### src/rtl/hbm_write_scheduler.sv
// Round-robin scheduler that shares one hbm_auto_write engine among NUM_REQ requesters.
// It programs the engine config, pulses start, and counts W/B snoops until the job is done.
module hbm_write_scheduler #(
    parameter int NUM_REQ    = 2,
    parameter int ADDR_WIDTH = 33,
    parameter int REQ_IDW    = 1
) (
    input  logic                          clk,
    input  logic                          rst,
    input  logic [NUM_REQ-1:0]            req_valid,
    output logic [NUM_REQ-1:0]            req_ready,
    input  logic [NUM_REQ*32-1:0]         req_ops,
    input  logic [NUM_REQ*32-1:0]         req_stride,
    input  logic [NUM_REQ*ADDR_WIDTH-1:0] req_addr,
    input  logic [NUM_REQ*16-1:0]         req_burst,
    output logic                          eng_start,
    output logic [31:0]                   eng_ops,
    output logic [31:0]                   eng_stride,
    output logic [ADDR_WIDTH-1:0]         eng_addr,
    output logic [15:0]                   eng_burst,
    input  logic                          mon_wvalid,
    input  logic                          mon_wready,
    input  logic                          mon_wlast,
    input  logic                          mon_bvalid,
    input  logic                          mon_bready,
    input  logic [1:0]                    mon_bresp,
    output logic                          done_valid,
    output logic [REQ_IDW-1:0]            done_id,
    output logic                          done_err,
    output logic                          busy
);

    typedef enum logic [2:0] {
        IDLE,
        SETUP,
        LAUNCH,
        RUN,
        DONE
    } state_t;

    localparam logic [REQ_IDW:0]   NUM_REQ_W = NUM_REQ[REQ_IDW:0];
    localparam logic [REQ_IDW-1:0] LAST_IDX  = REQ_IDW'(NUM_REQ - 1);
    // The engine moves 32 bytes per beat, so shorter bursts cannot be issued.
    localparam logic [15:0]        MIN_BURST = 16'd32;

    state_t                  state_reg;
    logic [REQ_IDW-1:0]      rr_ptr_reg;
    logic [REQ_IDW-1:0]      owner_reg;
    logic                    setup_cnt_reg;
    logic                    job_err_reg;
    logic [31:0]             last_cnt_reg;
    logic [31:0]             b_cnt_reg;

    logic [31:0]             ops_arr    [NUM_REQ];
    logic [31:0]             stride_arr [NUM_REQ];
    logic [ADDR_WIDTH-1:0]   addr_arr   [NUM_REQ];
    logic [15:0]             burst_arr  [NUM_REQ];

    generate
        for (genvar gi = 0; gi < NUM_REQ; gi++) begin : g_unpack
            assign ops_arr[gi]    = req_ops[gi*32 +: 32];
            assign stride_arr[gi] = req_stride[gi*32 +: 32];
            assign addr_arr[gi]   = req_addr[gi*ADDR_WIDTH +: ADDR_WIDTH];
            assign burst_arr[gi]  = req_burst[gi*16 +: 16];
        end
    endgenerate

    logic [REQ_IDW-1:0] grant_idx;
    logic               grant_found;
    logic [REQ_IDW:0]   cand;

    // First valid requester at or after the round-robin pointer.
    always_comb begin
        grant_idx   = '0;
        grant_found = 1'b0;
        cand        = '0;
        for (int k = 0; k < NUM_REQ; k++) begin
            cand = {1'b0, rr_ptr_reg} + k[REQ_IDW:0];
            if (cand >= NUM_REQ_W) begin
                cand = cand - NUM_REQ_W;
            end
            if (!grant_found && req_valid[cand[REQ_IDW-1:0]]) begin
                grant_found = 1'b1;
                grant_idx   = cand[REQ_IDW-1:0];
            end
        end
    end

    always_comb begin
        req_ready = '0;
        if (!rst && state_reg == IDLE && grant_found) begin
            req_ready[grant_idx] = 1'b1;
        end
    end

    logic        w_evt;
    logic        b_evt;
    logic [31:0] last_next;
    logic [31:0] b_next;
    logic        err_next;
    logic        burst_illegal;

    assign w_evt         = mon_wvalid & mon_wready & mon_wlast;
    assign b_evt         = mon_bvalid & mon_bready;
    assign last_next     = last_cnt_reg + {31'd0, w_evt};
    assign b_next        = b_cnt_reg + {31'd0, b_evt};
    assign err_next      = job_err_reg | (b_evt && mon_bresp != 2'b00);
    assign burst_illegal = eng_burst < MIN_BURST;

    always_ff @(posedge clk or posedge rst) begin
        if (rst) begin
            state_reg     <= IDLE;
            rr_ptr_reg    <= '0;
            owner_reg     <= '0;
            setup_cnt_reg <= 1'b0;
            job_err_reg   <= 1'b0;
            last_cnt_reg  <= '0;
            b_cnt_reg     <= '0;
            eng_start     <= 1'b0;
            eng_ops       <= '0;
            eng_stride    <= '0;
            eng_addr      <= '0;
            eng_burst     <= '0;
            done_valid    <= 1'b0;
            done_id       <= '0;
            done_err      <= 1'b0;
            busy          <= 1'b0;
        end else begin
            eng_start  <= 1'b0;
            done_valid <= 1'b0;
            case (state_reg)
                IDLE: begin
                    if (grant_found) begin
                        eng_ops       <= ops_arr[grant_idx];
                        eng_stride    <= stride_arr[grant_idx];
                        eng_addr      <= addr_arr[grant_idx];
                        eng_burst     <= burst_arr[grant_idx];
                        owner_reg     <= grant_idx;
                        rr_ptr_reg    <= (grant_idx == LAST_IDX) ? '0 : grant_idx + 1'b1;
                        setup_cnt_reg <= 1'b0;
                        job_err_reg   <= 1'b0;
                        busy          <= 1'b1;
                        state_reg     <= SETUP;
                    end
                end
                SETUP: begin
                    if (!setup_cnt_reg) begin
                        setup_cnt_reg <= 1'b1;
                    end else if (eng_ops == 32'd0 || burst_illegal) begin
                        done_valid <= 1'b1;
                        done_id    <= owner_reg;
                        done_err   <= burst_illegal;
                        state_reg  <= DONE;
                    end else begin
                        eng_start <= 1'b1;
                        state_reg <= LAUNCH;
                    end
                end
                LAUNCH: begin
                    last_cnt_reg <= '0;
                    b_cnt_reg    <= '0;
                    job_err_reg  <= 1'b0;
                    state_reg    <= RUN;
                end
                RUN: begin
                    // Compare against the post-increment counts so a final event finishes this cycle.
                    last_cnt_reg <= last_next;
                    b_cnt_reg    <= b_next;
                    job_err_reg  <= err_next;
                    if (last_next == eng_ops && b_next == eng_ops) begin
                        done_valid <= 1'b1;
                        done_id    <= owner_reg;
                        done_err   <= err_next;
                        state_reg  <= DONE;
                    end
                end
                DONE: begin
                    done_id   <= '0;
                    done_err  <= 1'b0;
                    busy      <= 1'b0;
                    state_reg <= IDLE;
                end
                default: begin
                    state_reg <= IDLE;
                end
            endcase
        end
    end

endmodule
### config.mk
export PLATFORM = sky130hd
export DESIGN_NAME = hbm_write_scheduler
export DESIGN_NICKNAME = d
export VERILOG_FILES = /design/src/rtl/hbm_write_scheduler.sv
export SDC_FILE = /design/constraint.sdc
export NUM_CORES = 1
export LEC_CHECK = 0
export ABC_AREA = 1
export CAP_MARGIN = 30
export CELL_PAD_IN_SITES_DETAIL_PLACEMENT = 1
export CELL_PAD_IN_SITES_GLOBAL_PLACEMENT = 2
export CORE_MARGIN = 8
export CORE_UTILIZATION = 28
export CTS_BUF_LIST = sky130_fd_sc_hd__clkbuf_2 sky130_fd_sc_hd__clkbuf_4 sky130_fd_sc_hd__clkbuf_8
export DETAILED_ROUTE_END_ITERATION = 7
export GPL_ROUTABILITY_DRIVEN = 0
export PLACE_DENSITY_LB_ADDON = 0.1
export REMOVE_ABC_BUFFERS = 1
export SYNTH_ARGS = -nofsm -noshare
export SYNTH_HDL_FRONTEND = slang
export SYNTH_SLANG_ARGS = --single-unit
### constraint.sdc
create_clock -name clk -period 20.5 [get_ports clk]
set_input_delay 6.15 -clock clk [delete_from_list [all_inputs] [get_ports clk]]
set_output_delay 6.15 -clock clk [all_outputs]
set_load 0.01 [all_outputs]
==> impl_summary.md <==
Outcome
The flow ran to the end, and the final reports show no timing, DRC or antenna violations.

Critical path
The nature of the critical path endpoint is an output port. The worst setup path is launched from an input pin. Data arrives at the worst endpoint at 8.32 ns. The largest fanout of any net on the critical path is 14. At the worst endpoint, the required time is 14.35 ns. The worst setup path is of the input pin to output port kind.

CTS
The tree is rooted in a sky130_fd_sc_hd__clkbuf_8. Counting along the longest clock path gives a buffer depth of 2. The post-CTS setup-driven buffer insertion count is 0. Hold repair after CTS inserted 0 buffers.

TritonCTS built the clock tree. Clock-pin slew was measured on the worst setup and hold paths at 0.10 ns. The number of cells upsized or downsized after cts is 0. The total number of H-tree levels is 4. The number of buffers inserted during clock tree synthesis is 17. For this design, the sink count on the clock tree is 189. Clock latency on the worst-skew pair, taken at its later pin, is 0.52 ns.

STA
The post-route clock period utilization is 70.58%. The clock period minus final worst setup slack is 14.47 ns. Across the routed clock network, the largest skew measured is 0.01187 ns.

The worst pin sits at a relative slew slack of 29.68%. After routing, the total negative slack on setup checks comes to 0 ns. The upper clock frequency limit is 0.06912 GHz. The count of endpoints failing hold in the final timing report came to 0. The pin slew with the least headroom to its limit is 1.055 ns. The minimum setup slack in the final design is 6.031 ns.

The count of pins over their slew limit is 0. Setup repair after global routing left no endpoint under its margin. The final-report setup violation count is 0. The smallest hold slack is 0.4904 ns.

Power and ir drop
Dividing total power by cell area gives a power density of 119.4 nW/um^2. Power comes to 1.913 mW. The leakage power is 6.754 nW.

VDD sags by at most 0.00006610 V.

Synthesis
The synthesized netlist contains 30 unique library cells. The number of storage elements in the synthesis netlist is 189. The post-synthesis instance area is 11,500 um^2.

The Yosys warning count is 0. Synthesis handed over a netlist of 1,650 instances. The area share of the largest cell type after synthesis is 41.11%. The mean area per synthesized cell is 6.973 um^2.

Sequential elements use 41.11% of the synthesized area. By area the synthesized netlist is led by sky130_fd_sc_hd__dfrtp_1 41%, sky130_fd_sc_hd__nand3_1 15%, sky130_fd_sc_hd__nand2_1 15%. The largest total area in the synthesized netlist belongs to sky130_fd_sc_hd__dfrtp_1.

Detailed routing
The routed layout has 12,860 vias. The initial DRC count is 535. The remaining antenna violation count is 0. The average detailed-routed wire length per instance is 22.52 um. Summed over all layers, the routed wires come to 56,490 um. The routed via count divided by cell count is 5.128. The number of design rule violations left after detail routing is 0. The detailed-routing iteration count for the pre-antenna-repair pass is 7.

Flow run
The number of violations of the max-capacitance limit is 0.

Layout
In the final design database the tool counted 2,201 nets. The area growth from synthesis to layout is 39.22%. The core utilization of the finished layout is 39.32%.

The flip-flop count of the largest register, all copies and words added is 33. Excluding fillers, the count of instances in the completed layout stands at 2,508. The register name with the most flops is eng_addr. In the final layout, the share of cells above drive strength 1 is 4.416%. The finished cells cover 16,020 um^2.

Placement
The total instance count after detailed placement is 2,471. During placement, the flow inserted port buffers numbering 356. The detailed placer's ending HPWL is 42,240 um.

The placement-stage cell area is 15,590 um^2. The worst setup timing slack at the placement stage is 6.052 ns.

Floorplanning
The initial utilization of the core area, before any placement, comes to 28.24%. The die footprint is 47,830 um^2. The die outline width is 218.7 um. The total core area is 40,740 um^2. The floorplan step set the die height to 218.7 um. During I/O placement, the number of pins put on the boundary was 357.

Row generation in the floorplan step produced 74 rows.

Global routing
The global-route usage over all layers is 23.50%. Entering global routing, the biggest net connects 84 pins. The number of antenna violations at the first check in global routing is 15.

The via count of the first global-routing pass was 13,910. The first global-routing pass estimated 85,860 um of wire. For this run the aggregate overflow at the end of global routing stands at 0.

Worst hold path
The tightest min-delay check is of the flip-flop to flip-flop type.
==> report_power, final <==
| part | internal, mW | switching [mW] |
|---|---|---|
| registers | 0.499 | 0.130 |
| clock network | 0.129 | 0.156 |
| logic | 0.406 | 0.593 |
| total | 1.03 | 0.879 |
==> logic make-up (layout without fill, tap and decap cells) <==
logic type               Yosys count  count (layout)  share of synthesized area, %
AND/OR/NAND/NOR                 1075            1075                         42.25
flip-flops                       189             189                         41.11
AO/OA/AOI/OAI                    118             118                         6.656
buffers and inverters            247             567                         8.070
other                              0               6                             0
adder cells (fa/ha/maj)            6               6                        0.6525
XOR/XNOR                          15              15                         1.262
==> metal layers <==
layer  up-vias  share of wire [%]  global-route usage, %
met3        73                8.0                  9.042
met2       301                 47                  39.04
met4        18                2.0                  6.094
met1      6318                 42                  28.19
li1       6150                  -                      -
met5         -               0.22                      0
==> Yosys cell counts <==
library cell,number
sky130_fd_sc_hd__nand2_1,459
sky130_fd_sc_hd__nand3_1,348
sky130_fd_sc_hd__dfrtp_1,189
sky130_fd_sc_hd__inv_1,165
sky130_fd_sc_hd__nor2_1,134
sky130_fd_sc_hd__nand4_1,85
sky130_fd_sc_hd__clkbuf_1,78
sky130_fd_sc_hd__o21ai_0,42
sky130_fd_sc_hd__o221ai_1,32
sky130_fd_sc_hd__o22ai_1,31
sky130_fd_sc_hd__xor2_1,14
sky130_fd_sc_hd__nor2_2,12
sky130_fd_sc_hd__nor2_4,10
sky130_fd_sc_hd__nor4_1,10
sky130_fd_sc_hd__ha_1,6
sky130_fd_sc_hd__nand2_2,6
sky130_fd_sc_hd__o21ai_1,5
sky130_fd_sc_hd__nor3_1,4
sky130_fd_sc_hd__a21oi_1,3
sky130_fd_sc_hd__a22o_1,3
sky130_fd_sc_hd__and2_1,2
sky130_fd_sc_hd__inv_2,2
sky130_fd_sc_hd__nand2_4,2
sky130_fd_sc_hd__or2_2,2
sky130_fd_sc_hd__and3_1,1
sky130_fd_sc_hd__buf_2,1
sky130_fd_sc_hd__clkinv_1,1
sky130_fd_sc_hd__o211ai_1,1
sky130_fd_sc_hd__o31ai_1,1
sky130_fd_sc_hd__xnor3_1,1
==> worst max-delay path, cell delays in order <==
cell and delay, ns:
sky130_fd_sc_hd__clkdlybuf4s50_1 0.50, sky130_fd_sc_hd__nor2_1 0.09, sky130_fd_sc_hd__nor3_2 0.72, sky130_fd_sc_hd__nand2_1 0.16
sky130_fd_sc_hd__nor2_1 0.14, sky130_fd_sc_hd__clkdlybuf4s50_1 0.55
==> layout by cell type, fill, tap and decap left out, drive strengths merged, types with 2 or more instances in the layout <==
| cell type | synthesis | final |
|---|---|---|
| nand4 | 85 | 85 |
| o22ai | 31 | 31 |
| nor2 | 156 | 156 |
| bufinv | 0 | 3 |
| o221ai | 32 | 32 |
| ha | 6 | 6 |
| a22o | 3 | 3 |
| dfrtp | 189 | 189 |
| o21ai | 47 | 47 |
| a21oi | 3 | 3 |
| inv | 167 | 168 |
| nor4 | 10 | 10 |
| nand3 | 348 | 348 |
| nor3 | 4 | 4 |
| clkbuf | 78 | 21 |
| diode | 0 | 6 |
| xor2 | 14 | 14 |
| clkdlybuf4s50 | 0 | 355 |
| or2 | 2 | 2 |
| nand2 | 467 | 467 |
| buf | 1 | 13 |
| and2 | 2 | 2 |
| clkinv | 1 | 6 |
==> area by class of cell <==
type / count / area (um^2)
Antenna cell: 6 / 15.01
Clock buffer: 21 / 276.5
Clock inverter: 10 / 138.9
Fill cell: 5042 / 24720
Inverter: 168 / 638.1
Multi-Input combinational cell: 1214 / 5884
Sequential cell: 189 / 4730
Tap cell: 532 / 665.6
Timing Repair Buffer: 368 / 3669
==> worst paths after layout <==
kind	startpoint	to	slack (ns)	cells past startpoint
worst max-delay path	req_valid[0]	req_ready[0]	6.03	6
worst min-delay path	done_id	done_id	0.49	2
worst max register to register	state_reg[1]	done_err	16.86	10
worst min register to register	done_id	done_id	0.49	2
max in group asynchronous	rst	last_cnt_reg[30]	12.18	4
min in group asynchronous	rst	rr_ptr_reg	6.19	2
Power figures use the tool's default switching activity.
==> patch 1, RTL diff (same settings) <==
The 5 states of `state_t` get a one-hot encoding in 5 bits.
--- a/src/rtl/hbm_write_scheduler.sv
+++ b/src/rtl/hbm_write_scheduler.sv
@@ -32,8 +32,8 @@
 
-    typedef enum logic [2:0] {
-        IDLE,
-        SETUP,
-        LAUNCH,
-        RUN,
-        DONE
+    typedef enum logic [4:0] {
+        IDLE   = 5'b00001,
+        SETUP  = 5'b00010,
+        LAUNCH = 5'b00100,
+        RUN    = 5'b01000,
+        DONE   = 5'b10000
     } state_t;
Function: same outputs for any inputs over 4 cycles, from zero or initial values and one cycle with rst high; so few cycles prove little.
==> patch 1 against the original RTL <==
  * Sequential power rose by 22%
  * Setup slack got worse by 480 ps
  * Die area increased by 1.5%
  * Area after synthesis increased by 1.6%
  * Sequential cell count increased by 2
  * First-iteration DRC count increased by 11%
  * Clock power down 2%
  * Total power up 18%
  * Clock skew grew 3.6 ps
  * Synthesized cell count is 1.3% higher
  * Final cell count increased by 1.1%
  * Final area increased by 1.4%
  * Via count is 0.36% higher
  * Wire length increased by 0.35%
  * Critical path type unchanged
  * Largest power group unchanged
  * Highest routed layer unchanged
==> patch 1: results (changes against the original RTL) <==
net switching power: 0.001083 W (was 0.0008786 W)
Max stage delay on crit path: 700 ps (was 720 ps)
largest net degree at the start of global routing: 87 (was 84)
Worst-Skew Late Latency: 540 ps (was 520 ps)
vias in the first global route: 13969 (was 13908)
predominant post-synthesis flop cell: dfrtp_1 (unchanged)
DR iter-0 viols: 596 (was 535)
DR vias/cell: 5.089 (was 5.128)
top cells by area, synth: dfrtp_1, nand2_1, nand3_1, inv_1, nand4_1 (was dfrtp_1, nand3_1, nand2_1, inv_1, nand4_1)
Clk pin slew, worst setup/hold paths: 110 ps
total track usage: 23.52% (was 23.50%)
fin nets: 2223 (was 2201)
final WL: 56690 um (was 56490 um)
1st-pass router iterations: 4 (was 7)
Biggest register: eng_addr (unchanged)
Clock Skews: 15.49 ps (was 11.87 ps)
Slew HR: 33.66% (was 29.68%)
Post-CTS Setup Repair Bufs: 0 (unchanged)
synth warn: 0 (unchanged)
Gate power share: 53.6% (was 52.2%)
total CTS buffers: 17 (unchanged)
peak supply drop: 0.06240 mV (was 0.06610 mV)
Seq power: 0.000769 W (was 0.000629 W)
I/O Buffers: 356 (unchanged)
Arrival @ worst endpoint: 8800 ps (was 8320 ps)
Seq/Total Area, Yosys: 40.91% (was 41.11%)
initial antenna violation count: 13 (was 15)
Max Buffers Root-to-Sink: 2 (unchanged)
Worst Path Max Fanout: 83 (was 14)
PostCTS Resize Cnt: 0 (unchanged)
post-synth cell types: 35 (was 30)
CP max stage cell: nand2_4 (was nor3_2)
clk root buf: clkbuf_8 (unchanged)
CP top delay family: buffers and inverters (was simple AND/OR/NAND/NOR gates)
fraction of layout cells with a size suffix above 1: 4.616% (was 4.416%)
max reg flops: 33 (unchanged)
Worst Hold Class: reg2reg (unchanged)
final setup violating endpoints: 0 (unchanged)
Detailed Place HPWL: 42640 um (was 42240 um)
top cells by count, synth: nand2_1, nand3_1, dfrtp_1, inv_1, nor2_1 (unchanged)
H-tree lvl count: 4 (unchanged)
static leakage: 7.256 nW (was 6.754 nW)
status: completed (unchanged)
FFs w/ async S/R, synth: 100.0% (unchanged)
first-pass GRT wire length: 86220 um (was 85860 um)
## patch 1: per-layer routing
| metal | vias up | global-route usage (%) | part of all wire, % |
|---|---|---|---|
| met5 | - | 0 | 0.16 |
| met4 | 14 | 6.491 | 2.3 |
| met3 | 61 | 9.254 | 8.3 |
| met2 | 288 | 38.19 | 47 |
| met1 | 6321 | 28.71 | 42 |
| li1 | 6222 | - | - |
## patch 1: logic make-up after synthesis
family          after synthesis  synth area share (%)
xor+xnor                     11                0.8886
buf+inv                     267                 8.671
fa+ha+maj                     6                0.6423
compound gates              116                 6.541
simple gates               1080                 42.35
flops                       191                 40.91
## patch 1: worst paths after layout
kind / cells past startpoint / to / slack (ps) / start
min in group asynchronous: 2 / eng_stride[9] / 6110 / rst
worst min register to register: 2 / job_err_reg / 500 / job_err_reg
worst min-delay path: 2 / job_err_reg / 500 / job_err_reg
max in group asynchronous: 3 / eng_ops[7] / 12990 / rst
worst max register to register: 10 / eng_addr[17] / 16610 / state_reg[2]
worst max-delay path: 8 / req_ready[0] / 5550 / req_valid[0]
## patch 1: cell type report
type,instances,area (um2)
Antenna cell,4,10.01
Clock buffer,21,276.5
Clock inverter,11,130.1
Fill cell,5164,25330
Inverter,187,709.4
Multi-Input combinational cell,1213,5941
Sequential cell,191,4781
Tap cell,539,674.4
Timing Repair Buffer,370,3724
## patch 1: stage by stage
stage	instance area (um2)	hold WS (ps)	total power [W]	setup WS, ps	std cells
after CTS	16180	498.5	0.002281	5195	2530
after detailed placement	15770	470.1	0.001989	5211	2498
after global placement	15750	450.6	0.001962	4835	2497
after global routing	16240	521.2	0.002453	5461	2534
final	16250	499.9	0.002259	5547	2536
after floorplan	11380	436.7	0.001378	3199	1591
==> patch 2, RTL diff (same flow settings) <==
Without the edit above. The parameter `ADDR_WIDTH` goes from 33 to 66.
--- a/src/rtl/hbm_write_scheduler.sv
+++ b/src/rtl/hbm_write_scheduler.sv
@@ -4,3 +4,3 @@
     parameter int NUM_REQ    = 2,
-    parameter int ADDR_WIDTH = 33,
+    parameter int ADDR_WIDTH = 66,
     parameter int REQ_IDW    = 1
Ports: changed (resized eng_addr and req_addr); port bits go from 357 to 456. The function was not compared with the original's and may differ.
==> patch 2 against the original RTL <==
  * Final area up 20%
  * Wire length up 25%
  * Final cell count increased by 16%
  * Fmax down 2.9%
  * Sequential cell count increased by 33
  * Total power rose by 26%
  * Core utilization increased by 2.2 points
  * First-iteration DRC count is 75% higher
  * Area after synthesis is 14% higher
  * Setup slack got worse by 430 ps
  * Clock power up 79%
  * Synthesized cell count up 12%
==> patch 2: results (changes against the original RTL) <==
global-route met2 utilization: 43.93% (was 39.04%)
Worst-Skew Late Latency: 630 ps (was 520 ps)
sequential cell area: 5555 um2 (was 4730 um2)
largest net degree at the start of global routing: 181 (was 84)
Detailed Place HPWL: 52520 um (was 42240 um)
fin nets: 2569 (was 2201)
top cells by count, synth: nand2_1, nand3_1, dfrtp_1, inv_1, nand4_1 (was nand2_1, nand3_1, dfrtp_1, inv_1, nor2_1)
PwrDens: 125.5 nW/um2 (was 119.4 nW/um2)
ClkCell Share: 4.988% (was 2.594%)
top cells by area, synth: dfrtp_1, nand3_1, nand2_1, nand4_1, inv_1 (was dfrtp_1, nand3_1, nand2_1, inv_1, nand4_1)
CP max stage cell: buf_12 (was nor3_2)
comb_multi_in: 1342 (was 1214)
Clock Skews: 29.02 ps (was 11.87 ps)
area post-placement: 18260 um2 (was 15590 um2)
Worst R2R Start: rr_ptr_reg (was state_reg[1])
fraction of layout cells with a size suffix above 1: 6.204% (was 4.416%)
Fillers: 5720 (was 5042)
final WL: 70850 um (was 56490 um)
total number of vias: 15219 (was 12860)
DR WL met3: 5194 um (was 4538 um)
WL met1: 28870 um (was 23860 um)
Arrival @ worst endpoint: 8750 ps (was 8320 ps)
Post-Syn Area per Cell: 7.148 um2 (was 6.973 um2)
Seq/Total Area, Yosys: 42.22% (was 41.11%)
Seq Cell Count: 222 (was 189)
FF-to-FF path depth: 7 (was 10)
total track usage: 25.73% (was 23.50%)
status: completed (unchanged)
CLK BUF: 71 (was 21)
Non-clock buffers: 470 (was 368)
post-synth cell types: 32 (was 30)
CP top delay family: buffers and inverters (was simple AND/OR/NAND/NOR gates)
Post-Synth Adder-Cell Area: 0.5705% (was 0.6525%)
1st-pass router iterations: 5 (was 7)
Max stage delay on crit path: 610 ps (was 720 ps)
I/O Buffers: 455 (was 356)
Worst Path Max Fanout: 180 (was 14)
grt met3 use: 7.283% (was 9.042%)
post-synthesis compound-gate area fraction: 5.715% (was 6.656%)
Max Buffers Root-to-Sink: 3 (was 2)
max reg flops: 66 (was 33)
Synth Area in XOR/XNOR: 0.9033% (was 1.262%)
NonClk Buf Share: 24.38% (was 22.90%)
patch 2: cell types whose count changed after synthesis, sizes merged, moves of 3 or more:
| cell | delta |
|---|---|
| dfrtp | +33 |
| buf | +7 |
| nand3 | +68 |
| clkbuf | +14 |
| nand4 | +48 |
| o22ai | +7 |
| o21ai | -6 |
| xor2 | -3 |
| nor2 | -20 |
| inv | +8 |
| nand2 | +38 |
patch 2: through the flow:
step / utilization (%) / std cells / hold slack, ps / setup WS, ps
after global placement: 39.31 / 2817 / 465.6 / 5644
after CTS: 41.38 / 2895 / 493.0 / 5570
after detailed placement: 39.31 / 2817 / 469.4 / 5583
after floorplan: - / 1741 / 478.0 / -5690
final: 41.47 / 2902 / 484.7 / 5601
after global routing: 41.45 / 2899 / 524.5 / 5426
patch 2: worst paths after layout:
check / to / slack [ps]
hold reg to reg: done_id / 480
max in group asynchronous: eng_addr[30] / 12770
setup / recovery: req_ready[0] / 5600
hold / removal: done_id / 480
setup reg to reg: eng_ops[26] / 17130
min in group asynchronous: eng_addr[16] / 6320
